$ cat src/rtl/issue_queue_2pusher_if.sv
// Handshake bundle for the two-lane issue queue: two enqueue lanes, one dequeue port, occupancy.
interface issue_queue_2pusher_if #(
    parameter int WIDTH = 8,
    parameter int DEPTH = 4
);
    logic                       in0_valid;
    logic [WIDTH-1:0]           in0_data;
    logic                       in0_ready;
    logic                       in1_valid;
    logic [WIDTH-1:0]           in1_data;
    logic                       in1_ready;
    logic                       out_valid;
    logic [WIDTH-1:0]           out_data;
    logic                       out_ready;
    logic [$clog2(DEPTH+1)-1:0] count;

    modport master (
        output in0_valid, in0_data, in1_valid, in1_data, out_ready,
        input  in0_ready, in1_ready, out_valid, out_data, count
    );

    modport slave (
        input  in0_valid, in0_data, in1_valid, in1_data, out_ready,
        output in0_ready, in1_ready, out_valid, out_data, count
    );
endinterface

$ cat src/rtl/issue_queue_2pusher.sv
// Circular-buffer issue queue accepting up to two in-order entries per cycle, popping one.
// Lane 0 is always the older entry; lane 1 only rides along with a lane-0 push.
module issue_queue_2pusher #(
    parameter int WIDTH = 8,
    parameter int DEPTH = 4
) (
    input  logic                  sys_clk,
    input  logic                  sys_rst_n,
    issue_queue_2pusher_if.slave  iq
);
    localparam int PW = (DEPTH > 1) ? $clog2(DEPTH) : 1;
    localparam int CW = $clog2(DEPTH+1);

    logic [WIDTH-1:0] r_mem [DEPTH];
    logic [PW-1:0]    r_rd_ptr;
    logic [PW-1:0]    r_wr_ptr;
    logic [CW-1:0]    r_count;

    logic             w_in0_fire;
    logic             w_in1_fire;
    logic             w_pop;
    logic [PW-1:0]    w_wr_ptr_p1;
    logic [CW-1:0]    w_count_nxt;

    // Ready terms look only at registered occupancy, so a pop never frees a slot the same cycle.
    assign iq.in0_ready = (r_count < CW'(DEPTH));
    assign iq.in1_ready = iq.in0_valid & (r_count <= CW'(DEPTH-2));
    assign iq.out_valid = (r_count != '0);
    assign iq.out_data  = r_mem[r_rd_ptr];
    assign iq.count     = r_count;

    assign w_in0_fire  = iq.in0_valid & iq.in0_ready;
    assign w_in1_fire  = iq.in1_valid & iq.in1_ready & w_in0_fire;
    assign w_pop       = iq.out_valid & iq.out_ready;
    assign w_wr_ptr_p1 = r_wr_ptr + PW'(1);
    assign w_count_nxt = r_count + CW'(w_in0_fire) + CW'(w_in1_fire) - CW'(w_pop);

    always_ff @(posedge sys_clk or negedge sys_rst_n) begin
        if (!sys_rst_n) begin
            r_rd_ptr <= '0;
            r_wr_ptr <= '0;
            r_count  <= '0;
        end else begin
            if (w_pop)
                r_rd_ptr <= r_rd_ptr + PW'(1);
            if (w_in1_fire)
                r_wr_ptr <= r_wr_ptr + PW'(2);
            else if (w_in0_fire)
                r_wr_ptr <= w_wr_ptr_p1;
            r_count <= w_count_nxt;
        end
    end

    // Storage is data only: left out of reset, written solely on a matching fire.
    always_ff @(posedge sys_clk) begin
        if (w_in0_fire)
            r_mem[r_wr_ptr] <= iq.in0_data;
        if (w_in1_fire)
            r_mem[w_wr_ptr_p1] <= iq.in1_data;
    end
endmodule

$ cat src/flat_wrapper.sv
// flat-port wrapper written by rule: the top's interface ports become plain ports
module issue_queue_2pusher_flat 
#(
    parameter int WIDTH = 8,
    parameter int DEPTH = 4
)
  (sys_clk, sys_rst_n, iq_in0_valid, iq_in0_data, iq_in1_valid, iq_in1_data, iq_out_ready, iq_in0_ready, iq_in1_ready, iq_out_valid, iq_out_data, iq_count);
  issue_queue_2pusher_if #(.WIDTH(WIDTH), .DEPTH(DEPTH)) iq_i ();
  input  logic sys_clk;
  input  logic sys_rst_n;
  input wire logic [$bits(iq_i.in0_valid)-1:0] iq_in0_valid;
  input wire logic [$bits(iq_i.in0_data)-1:0] iq_in0_data;
  input wire logic [$bits(iq_i.in1_valid)-1:0] iq_in1_valid;
  input wire logic [$bits(iq_i.in1_data)-1:0] iq_in1_data;
  input wire logic [$bits(iq_i.out_ready)-1:0] iq_out_ready;
  output wire logic [$bits(iq_i.in0_ready)-1:0] iq_in0_ready;
  output wire logic [$bits(iq_i.in1_ready)-1:0] iq_in1_ready;
  output wire logic [$bits(iq_i.out_valid)-1:0] iq_out_valid;
  output wire logic [$bits(iq_i.out_data)-1:0] iq_out_data;
  output wire logic [$bits(iq_i.count)-1:0] iq_count;
  assign iq_i.in0_valid = iq_in0_valid;
  assign iq_i.in0_data = iq_in0_data;
  assign iq_i.in1_valid = iq_in1_valid;
  assign iq_i.in1_data = iq_in1_data;
  assign iq_i.out_ready = iq_out_ready;
  assign iq_in0_ready = iq_i.in0_ready;
  assign iq_in1_ready = iq_i.in1_ready;
  assign iq_out_valid = iq_i.out_valid;
  assign iq_out_data = iq_i.out_data;
  assign iq_count = iq_i.count;
  issue_queue_2pusher #(.WIDTH(WIDTH), .DEPTH(DEPTH)) u_core (.sys_clk(sys_clk), .sys_rst_n(sys_rst_n), .iq(iq_i));
endmodule
$ cat config.mk
export PLATFORM = sky130hd
export DESIGN_NAME = issue_queue_2pusher_flat
export DESIGN_NICKNAME = d
export VERILOG_FILES = /design/src/rtl/issue_queue_2pusher_if.sv /design/src/rtl/issue_queue_2pusher.sv /design/src/flat_wrapper.sv
export SDC_FILE = /design/constraint.sdc
export NUM_CORES = 1
export LEC_CHECK = 0
export CAP_MARGIN = 20
export CELL_PAD_IN_SITES_DETAIL_PLACEMENT = 0
export CELL_PAD_IN_SITES_GLOBAL_PLACEMENT = 2
export CORE_ASPECT_RATIO = 0.75
export CORE_MARGIN = 5
export CORE_UTILIZATION = 41
export CTS_CLUSTER_DIAMETER = 50
export CTS_CLUSTER_SIZE = 10
export DETAILED_ROUTE_END_ITERATION = 16
export PLACE_DENSITY = 0.81
export SYNTH_ARGS = -nofsm -noshare
export SYNTH_HDL_FRONTEND = slang
export SYNTH_SLANG_ARGS = --single-unit
$ cat constraint.sdc
create_clock -name sys_clk -period 3.05 [get_ports sys_clk]
set_input_delay 0.305 -clock sys_clk [delete_from_list [all_inputs] [get_ports sys_clk]]
set_output_delay 0.305 -clock sys_clk [all_outputs]
set_load 0.01 [all_outputs]
==> qor.yml <==
status:
  outcome: "finished, final reports clean"
job:
  maxCapViolations: 0
critical_path:
  r2r_cells: 7
  critPathLaunchType: "flip-flop"
  path_max_fanout: 10
  cp.required_ps: 2740
  r2r_end: "u_core.iq.count[2]$_DFF_PN0_"
  r2r_setup_slack_ps: 730
  r2r_start: "u_core.iq.count[2]$_DFF_PN0_"
  critPathCaptureType: "output port"
  crit_type: "reg -> out"
  worstPathArrival_ps: 2150
clock_tree:
  clock_latency_ps: 280
  cts_root_buf: "clkbuf_8"
  cts-buffers-inserted: 5
  hold_buffers: 0
  clock_path_buffers: 2
  clk_pin_slew_ps: 70
  h-tree-depth: 2
  cts_tree: "done"
  cts_resized: 0
  clock-sinks: 39
  cts_setup_buffers: 0
drt:
  wl_um: 4180
  wl_met2_um: 2100
  routedWlPerCell_um: 17.7
  avgViaCountPerCell: 4.88
  vias: 1152
  wl_met1_um: 1900
  drc: 0
  first_pass_iters: 4
  routed-wl-met3_um: 156
  ant_nets: 0
  drtIter0Drc: 30
  highest_layer: "met4"
pwr:
  intPower_w: 0.00138
  p_total_w: 0.00205
  power.share.combinational_pct: 41.4
  power.density_mw_per_mm2: 785
  seqPwrFrac_pct: 42.4
  p_clk_share_pct: 16.2
  switching_power_w: 0.000669
  leakagePower_nw: 0.992
  vdd_drop_max_mv: 0.234
  netSwitchingFraction_pct: 32.7
yosys:
  yosysSeqAreaShare_pct: 52.9
  synth_edf_count: 32
  ys_seq_elements: 39
  synthCells: 127
  synthFlopType: "edfxtp_1"
  ys_types: 27
  synthTopCellsByCount: "32 x edfxtp_1, 16 x mux2_4, 15 x mux2_2, 8 x ha_1, 8 x mux4_2"
  synth_top_family_by_area: "multiplexers"
  netlist_area_sq_mm: 0.00215
  synth_nets: 158
  synth_simple_gate_area_share_pct: 3.15
  syn_avg_cell_area_sq_um: 16.9
  synth-compound-area-share_pct: 3.03
  synth_mux_area_share_pct: 28.5
  yosys.area.top_type: "edfxtp_1"
  async_flop_share_pct: 17.9
  yosysMostFrequentCell: "edfxtp_1"
  synthAdderAreaFrac_pct: 6.53
  yosys.area.top_type_share_pct: 44.8
  yosysWarnings: 0
  synth_xor_area_share_pct: 1.63
  yosys-top-cells-area: "edfxtp_1 45%, mux2_4 11%, mux4_2 8.4%, dfrtp_1 8.2%, mux2_2 7.9%"
die:
  ios: 35
  core_area_sq_mm: 0.00498
  die_area_sq_mm: 0.00680
  die-width_um: 93.5
  rows: 22
  die_y_um: 72.7
  initial_core_util_pct: 43.1
timing:
  max_freq_mhz: 408
  relSlewSlack_pct: 56.7
  totalNegativeSetupSlack_ps: 0
  min_period_over_period_pct: 80.4
  hold_viol: 0
  setup_viol: 0
  rsz0062_at_grt: "no"
  finalCriticalPeriod_ps: 2450
  slew_viol_final: 0
  fin_skew_ps: 2.92
  max_slew.worst_pin.slew_ps: 649
  whs_ps: 281
place:
  place_congestion: 0.713
  io_buffers: 34
  hpwl_um: 2990
  dp.cells: 228
cells_and_area:
  final_nets: 194
  layout-drive-gt1-share_pct: 31.1
  fill_cells: 419
  diodes: 0
  finalNonFillerCells: 236
  syn2layout_area_growth_pct: 21.5
global_routing:
  grt_pass1_vias: 1274
  antenna_found_initial: 0
  grt_pass1_wl_um: 6840
  grt_usage_pct: 13.7
  grt-ovfl-total: 0
  grt_max_degree: 13
min_path:
  hold_path.class: "in -> async"
-- power by group through the flow --
| stage | Combinational (W) | Clock [W] | Sequential [W] |
|---|---|---|---|
| 3_5_place_dp | 0.000859 | 0 | 0.000885 |
| 3_3_place_gp | 0.000847 | 0 | 0.000876 |
| 5_1_grt | 0.000937 | 0.000373 | 0.000895 |
| 6_report | 0.000847 | 0.000332 | 0.000868 |
| 2_1_floorplan | 0.000564 | 0 | 0.000805 |
| 4_1_cts | 0.000863 | 0.000346 | 0.000873 |
-- cell usage in the layout (no fill, tap or decap) --
| cell type | netlist | routed |
|---|---|---|
| xor2_1 | 2 | 2 |
| clkdlybuf4s50_1 | 0 | 34 |
| or3_1 | 1 | 1 |
| mux2_1 | 1 | 1 |
| a21boi_2 | 1 | 1 |
| mux2_2 | 15 | 15 |
| clkbuf_8 | 0 | 5 |
| buf_4 | 0 | 2 |
| ha_1 | 8 | 8 |
| edfxtp_1 | 32 | 32 |
| a21oi_1 | 2 | 2 |
| clkbuf_1 | 0 | 2 |
| clkinv_2 | 0 | 1 |
| dfrtp_1 | 7 | 7 |
| mux4_2 | 8 | 8 |
| and2_1 | 1 | 1 |
| mux2_4 | 16 | 16 |
| a21o_1 | 4 | 4 |
| nor2b_2 | 1 | 1 |
| and3_1 | 2 | 2 |
| nand2_1 | 1 | 1 |
| o21ai_0 | 1 | 1 |
| o31a_1 | 1 | 1 |
| xnor2_1 | 2 | 2 |
| fa_1 | 2 | 2 |
| nor2_1 | 2 | 2 |
| inv_1 | 7 | 7 |
| and3_4 | 2 | 2 |
| mux2i_1 | 1 | 1 |
-- through the flow --
step,utilization (%),instance area [sq um],setup slack [ps]
global placement,50.7,2530,462
floorplan,-,2150,936
finish,52.3,2610,597
CTS,52.3,2610,554
detailed placement,50.7,2530,366
global route,52.3,2610,465
-- cell families after synthesis --
group | count (synthesis)
adder cells (fa/ha/maj) | 10
XOR/XNOR | 4
multiplexers | 41
AND/OR/NAND/NOR | 10
buffers and inverters | 14
flip-flops | 39
AO/OA/AOI/OAI | 9
-- worst max-delay path, cell delays in order (launching register included) --
cell	delay (ps)
dfrtp_1	760
mux4_2	600
clkdlybuf4s50_1	500
-- cell type report --
class / count / area (sq um) / share of cell area (%)
Multi-Input combinational cell: 74 / 918 / 35.2
Clock buffer: 7 / 76.3 / 2.93
Timing Repair Buffer: 36 / 355 / 13.6
Sequential cell: 39 / 1140 / 43.6
Clock inverter: 1 / 5.00 / 0.192
Tap cell: 72 / 90.1 / 3.45
Inverter: 7 / 26.3 / 1.01
-- registers in the layout (all words and copies together) (netlist names) --
register	flops
u_core.r_wr_ptr	2
u_core.iq.count	3
u_core.r_mem	32
u_core.r_rd_ptr	2
-- how the worst max path moves through the flow --
| stage | startpoint | to | slack (ps) | cells past startpoint |
|---|---|---|---|---|
| floorplan | u_core.iq.count[0]$_DFF_PN0_ | u_core.iq.count[2]$_DFF_PN0_ | 940 | 6 |
| global placement | iq_in0_valid | u_core.iq.count[2]$_DFF_PN0_ | 460 | 8 |
| detailed placement | iq_in0_valid | u_core.iq.count[2]$_DFF_PN0_ | 370 | 8 |
| CTS | u_core.r_rd_ptr[0]$_DFFE_PN0P_ | iq_out_data[3] | 550 | 2 |
| global route | u_core.r_rd_ptr[0]$_DFFE_PN0P_ | iq_out_data[7] | 470 | 2 |
| finish | u_core.r_rd_ptr[0]$_DFFE_PN0P_ | iq_out_data[7] | 600 | 2 |
-- routing by layer --
metal	up-vias	GRT usage, %
met1	577	18.5
met4	0	4.33
met3	4	3.71
li1	549	-
met5	-	0
met2	22	21.8
Power figures use the tool's default switching activity.
==> variant 1: new RTL, same flow settings <==
`WIDTH` is set to 8 in 3 places; all go to 12.
--- a/src/rtl/issue_queue_2pusher_if.sv
+++ b/src/rtl/issue_queue_2pusher_if.sv
@@ -1,5 +1,5 @@
 // Handshake bundle for the two-lane issue queue: two enqueue lanes, one dequeue port, occupancy.
 interface issue_queue_2pusher_if #(
-    parameter int WIDTH = 8,
+    parameter int WIDTH = 12,
     parameter int DEPTH = 4
 );
--- a/src/rtl/issue_queue_2pusher.sv
+++ b/src/rtl/issue_queue_2pusher.sv
@@ -2,5 +2,5 @@
 // Lane 0 is always the older entry; lane 1 only rides along with a lane-0 push.
 module issue_queue_2pusher #(
-    parameter int WIDTH = 8,
+    parameter int WIDTH = 12,
     parameter int DEPTH = 4
 ) (
--- a/src/flat_wrapper.sv
+++ b/src/flat_wrapper.sv
@@ -2,5 +2,5 @@
 module issue_queue_2pusher_flat 
 #(
-    parameter int WIDTH = 8,
+    parameter int WIDTH = 12,
     parameter int DEPTH = 4
 )
Interface: changed (resized iq_in0_data, iq_in1_data and iq_out_data); port bits go from 35 to 47. The function was not compared with the original's and may differ.
==> variant 1 against the original RTL <==
- core utilization shrank 0.38 points
- combinational power grew 37%
- setup slack gained 0.021 ns
- cell count grew 28%
- sequential power grew 31%
- wire length grew 41%
- sequential cell count grew 16
- area after synthesis grew 33%
- sequential share of layout area grew 2.2 points
- critical path depth grew 6
- power grew 37%
- cell area grew 35%
- highest routed layer unchanged
==> variant 1: results <==
export IMPL_outcome="finished clean"
export IMPL_buffer_area_frac=0.145
export IMPL_p_clk_frac=0.178
export IMPL_dp_cells=294
export IMPL_pwr_share_seq=0.407
export IMPL_final_clk_cell_share=0.0354
export IMPL_synth_seq_area_share=0.568
export IMPL_fin_skew_ns=0.00986
export IMPL_synth_edf_count=48
export IMPL_grt_pass1_wl_um=9340
export IMPL_largest_register_ffs=48
export IMPL_globalplace_congestion=0.742
export IMPL_synthArstFlopShare=0.127
export IMPL_wire_per_inst_um=19.6
export IMPL_grtUsageTotal=0.145
export IMPL_drive_gt1_frac=0.367
export IMPL_slowest_stage="clkdlybuf4s50_1"
export IMPL_final_cells=302
export IMPL_multi_input_area_mm2=0.00115
export IMPL_seq_area_mm2=0.00162
export IMPL_crit_path_max_fanout=12
export IMPL_dr_total_vias=1578
export IMPL_synth_commonest_cells="48 x edfxtp_1, 39 x mux2_2, 12 x mux4_2"
export IMPL_critical_path_max_stage_delay_ns=0.48
export IMPL_grt_max_degree=18
export IMPL_cp_arrival_ns=2.63
export IMPL_path_delay_family="adder cells"
export IMPL_nets=254
export IMPL_signal_buffers=53
export IMPL_leakage_nw=1.28
export IMPL_peakVddDrop_v=0.000317
export IMPL_multi_input_gates=95
export IMPL_dr_first_iter_drc_count=48
export IMPL_num_fill_cells=550
export IMPL_p_sw_mw=0.878
-- variant 1: worst reg2reg max path: stages, from the launching register on --
cell and delay, ns:
dfrtp_1 0.44, nor2b_2 0.42, inv_1 0.12, ha_1 0.29
inv_1 0.05, fa_1 0.40, fa_1 0.38, xor2_1 0.17
-- variant 1: routing by layer --
layer	global-route usage	up-vias	part of all wire
met5	0	-	0
met1	0.179	793	0.43
li1	-	742	-
met3	0.0365	7	0.045
met4	0.0362	0	0.0081
met2	0.258	36	0.52
-- variant 1: kinds of logic after synthesis --
group / after synthesis / share of synthesized area
compound gates: 6 / 0.0176
xor+xnor: 4 / 0.0123
fa+ha+maj: 8 / 0.0404
buf+inv: 16 / 0.0295
flops: 55 / 0.568
mux: 61 / 0.300
simple gates: 16 / 0.0321
-- variant 1: worst max path at each step --
stage                     cells past startpoint                            to                          from
after CTS                                     8  u_core.iq.count[2]$_DFF_PN0_                  iq_in0_valid
after global routing                          8  u_core.iq.count[2]$_DFF_PN0_                  iq_in0_valid
after floorplan                               6  u_core.iq.count[2]$_DFF_PN0_  u_core.iq.count[0]$_DFF_PN0_
after detailed placement                      8  u_core.iq.count[2]$_DFF_PN0_                  iq_in0_valid
final                                         8  u_core.iq.count[2]$_DFF_PN0_                  iq_in0_valid
after global placement                        8  u_core.iq.count[2]$_DFF_PN0_                  iq_in0_valid
-- variant 1: stage by stage --
stage	hold WS, ns	cell area, µm²	setup slack [ns]
floorplan	0.00941	2850	0.848
CTS	0.249	3530	0.621
global placement	0.574	3410	0.365
global route	0.247	3530	0.480
finish	0.239	3530	0.618
detailed placement	0.585	3410	0.296
==> variant 2: new RTL, same settings <==
Without the edit above. Make the reset (`sys_rst_n`) synchronous in one clocked block.
--- a/src/rtl/issue_queue_2pusher.sv
+++ b/src/rtl/issue_queue_2pusher.sv
@@ -36,5 +36,5 @@
     assign w_count_nxt = r_count + CW'(w_in0_fire) + CW'(w_in1_fire) - CW'(w_pop);
 
-    always_ff @(posedge sys_clk or negedge sys_rst_n) begin
+    always_ff @(posedge sys_clk) begin
         if (!sys_rst_n) begin
             r_rd_ptr <= '0;
Check against the original RTL: differs if sys_rst_n is asserted again (counterexample within 4 cycles, from zero or initial values and one cycle with sys_rst_n low); with sys_rst_n held inactive, the same outputs for 10 cycles.
==> variant 2 against the original RTL <==
- area after synthesis decreased by 1.3%
- combinational power decreased by 30%
- wire length increased by 6.3%
- sequential cell count increased by 2
- setup slack improved by 0.077 ns
- cell area increased by 0.91%
- synthesized cell count increased by 6.3%
- fmax increased by 3.2%
- critical path depth unchanged
- power decreased by 12%
- critical endpoint is now iq_out_data[5]
- highest routed layer unchanged
==> variant 2: results <==
export IMPL_buffer_area_frac=0.132
export IMPL_routed_via_density=5.31
export IMPL_use_met2=0.243
export IMPL_htreeDepth=2
export IMPL_grt_max_degree=15
export IMPL_clock_sinks=41
export IMPL_drt_met1_wl_um=2000
export IMPL_grt_pass1_vias=1359
export IMPL_insertion_delay_ns=0.30
export IMPL_synth_cell_types=28
export IMPL_ys_top_cells_by_area="edfxtp_1 45%, mux2_2 15%, dfxtp_1 8.5%"
export IMPL_critical_path_max_stage_delay_ns=0.69
export IMPL_fin_skew_ns=0.00783
export IMPL_multi_input_area_share=0.354
export IMPL_slowest_stage="dfxtp_1"
export IMPL_routed_wirelength_um=4450
export IMPL_syn_inst=135
export IMPL_clock_fmax_ghz=0.421
export IMPL_wl_met2_um=2220
export IMPL_multi_input_gates=84
export IMPL_core_area_mm2=0.00495
export IMPL_synth_commonest_cells="32 x edfxtp_1, 29 x mux2_2, 9 x dfxtp_1"
export IMPL_switching_share=0.302
export IMPL_num_clock_buffers=6
export IMPL_dp_cells=227
export IMPL_yosys_warnings=0
export IMPL_cp_arrival_ns=2.07
export IMPL_hp_class="flop to flop"
export IMPL_crit_path_max_fanout=8
export IMPL_syn_to_final_growth_pct=24.2
export IMPL_synth_seq_area_share=0.539
export IMPL_syn_num_nets=164
export IMPL_outcome="finished clean"
export IMPL_drive_gt1_frac=0.297
export IMPL_final_clk_cell_share=0.0418
export IMPL_synthArstFlopShare=0
export IMPL_comb_power_mw=0.594
export IMPL_nets=203
export IMPL_p_clk_frac=0.230
export IMPL_globalplace_congestion=0.712
export IMPL_met3_usage=0.0394
export IMPL_final_cells=235
export IMPL_grt_pass1_wl_um=7260
export IMPL_dr_first_iter_drc_count=39
export IMPL_path_clk_slew_ns=0.09
export IMPL_dpl_cell_area_mm2=0.00252
export IMPL_whs_ns=0.560
export IMPL_seq_area_mm2=0.00114
export IMPL_grtUsageMet1=0.186
export IMPL_peakVddDrop_v=0.000308
export IMPL_num_fill_cells=409
export IMPL_dp_hpwl_um=3210
export IMPL_post_place_ws_ns=0.563
export IMPL_leakage_nw=0.911
-- variant 2: logic make-up (layout without fill, tap and decap cells) --
family	Yosys count	in the layout	share of synthesized area
AOI/OAI and AO/OA	9	9	0.0343
muxes	40	40	0.255
buffers and inverters	10	50	0.0219
adders and majority gates	8	8	0.0543
xor gates and xnor gates	3	3	0.0124
and+or+nand+nor	24	24	0.0833
DFF	41	41	0.539
-- variant 2: worst paths after layout --
check	from	to	cells past startpoint
worst min register to register	u_core.r_wr_ptr[0]$_SDFFE_PN0P_	u_core.r_wr_ptr[0]$_SDFFE_PN0P_	2
worst min-delay path	u_core.r_wr_ptr[0]$_SDFFE_PN0P_	u_core.r_wr_ptr[0]$_SDFFE_PN0P_	2
worst max register to register	u_core.iq.count[1]$_SDFF_PN0_	u_core.iq.count[2]$_SDFF_PN0_	7
worst max-delay path	flop	iq_out_data[5]	2
-- variant 2: critical path, delay by kind of cell (launching register included) --
family	cells	cell delay (ns)
flops	1	0.69
mux	1	0.59
buf+inv	1	0.50
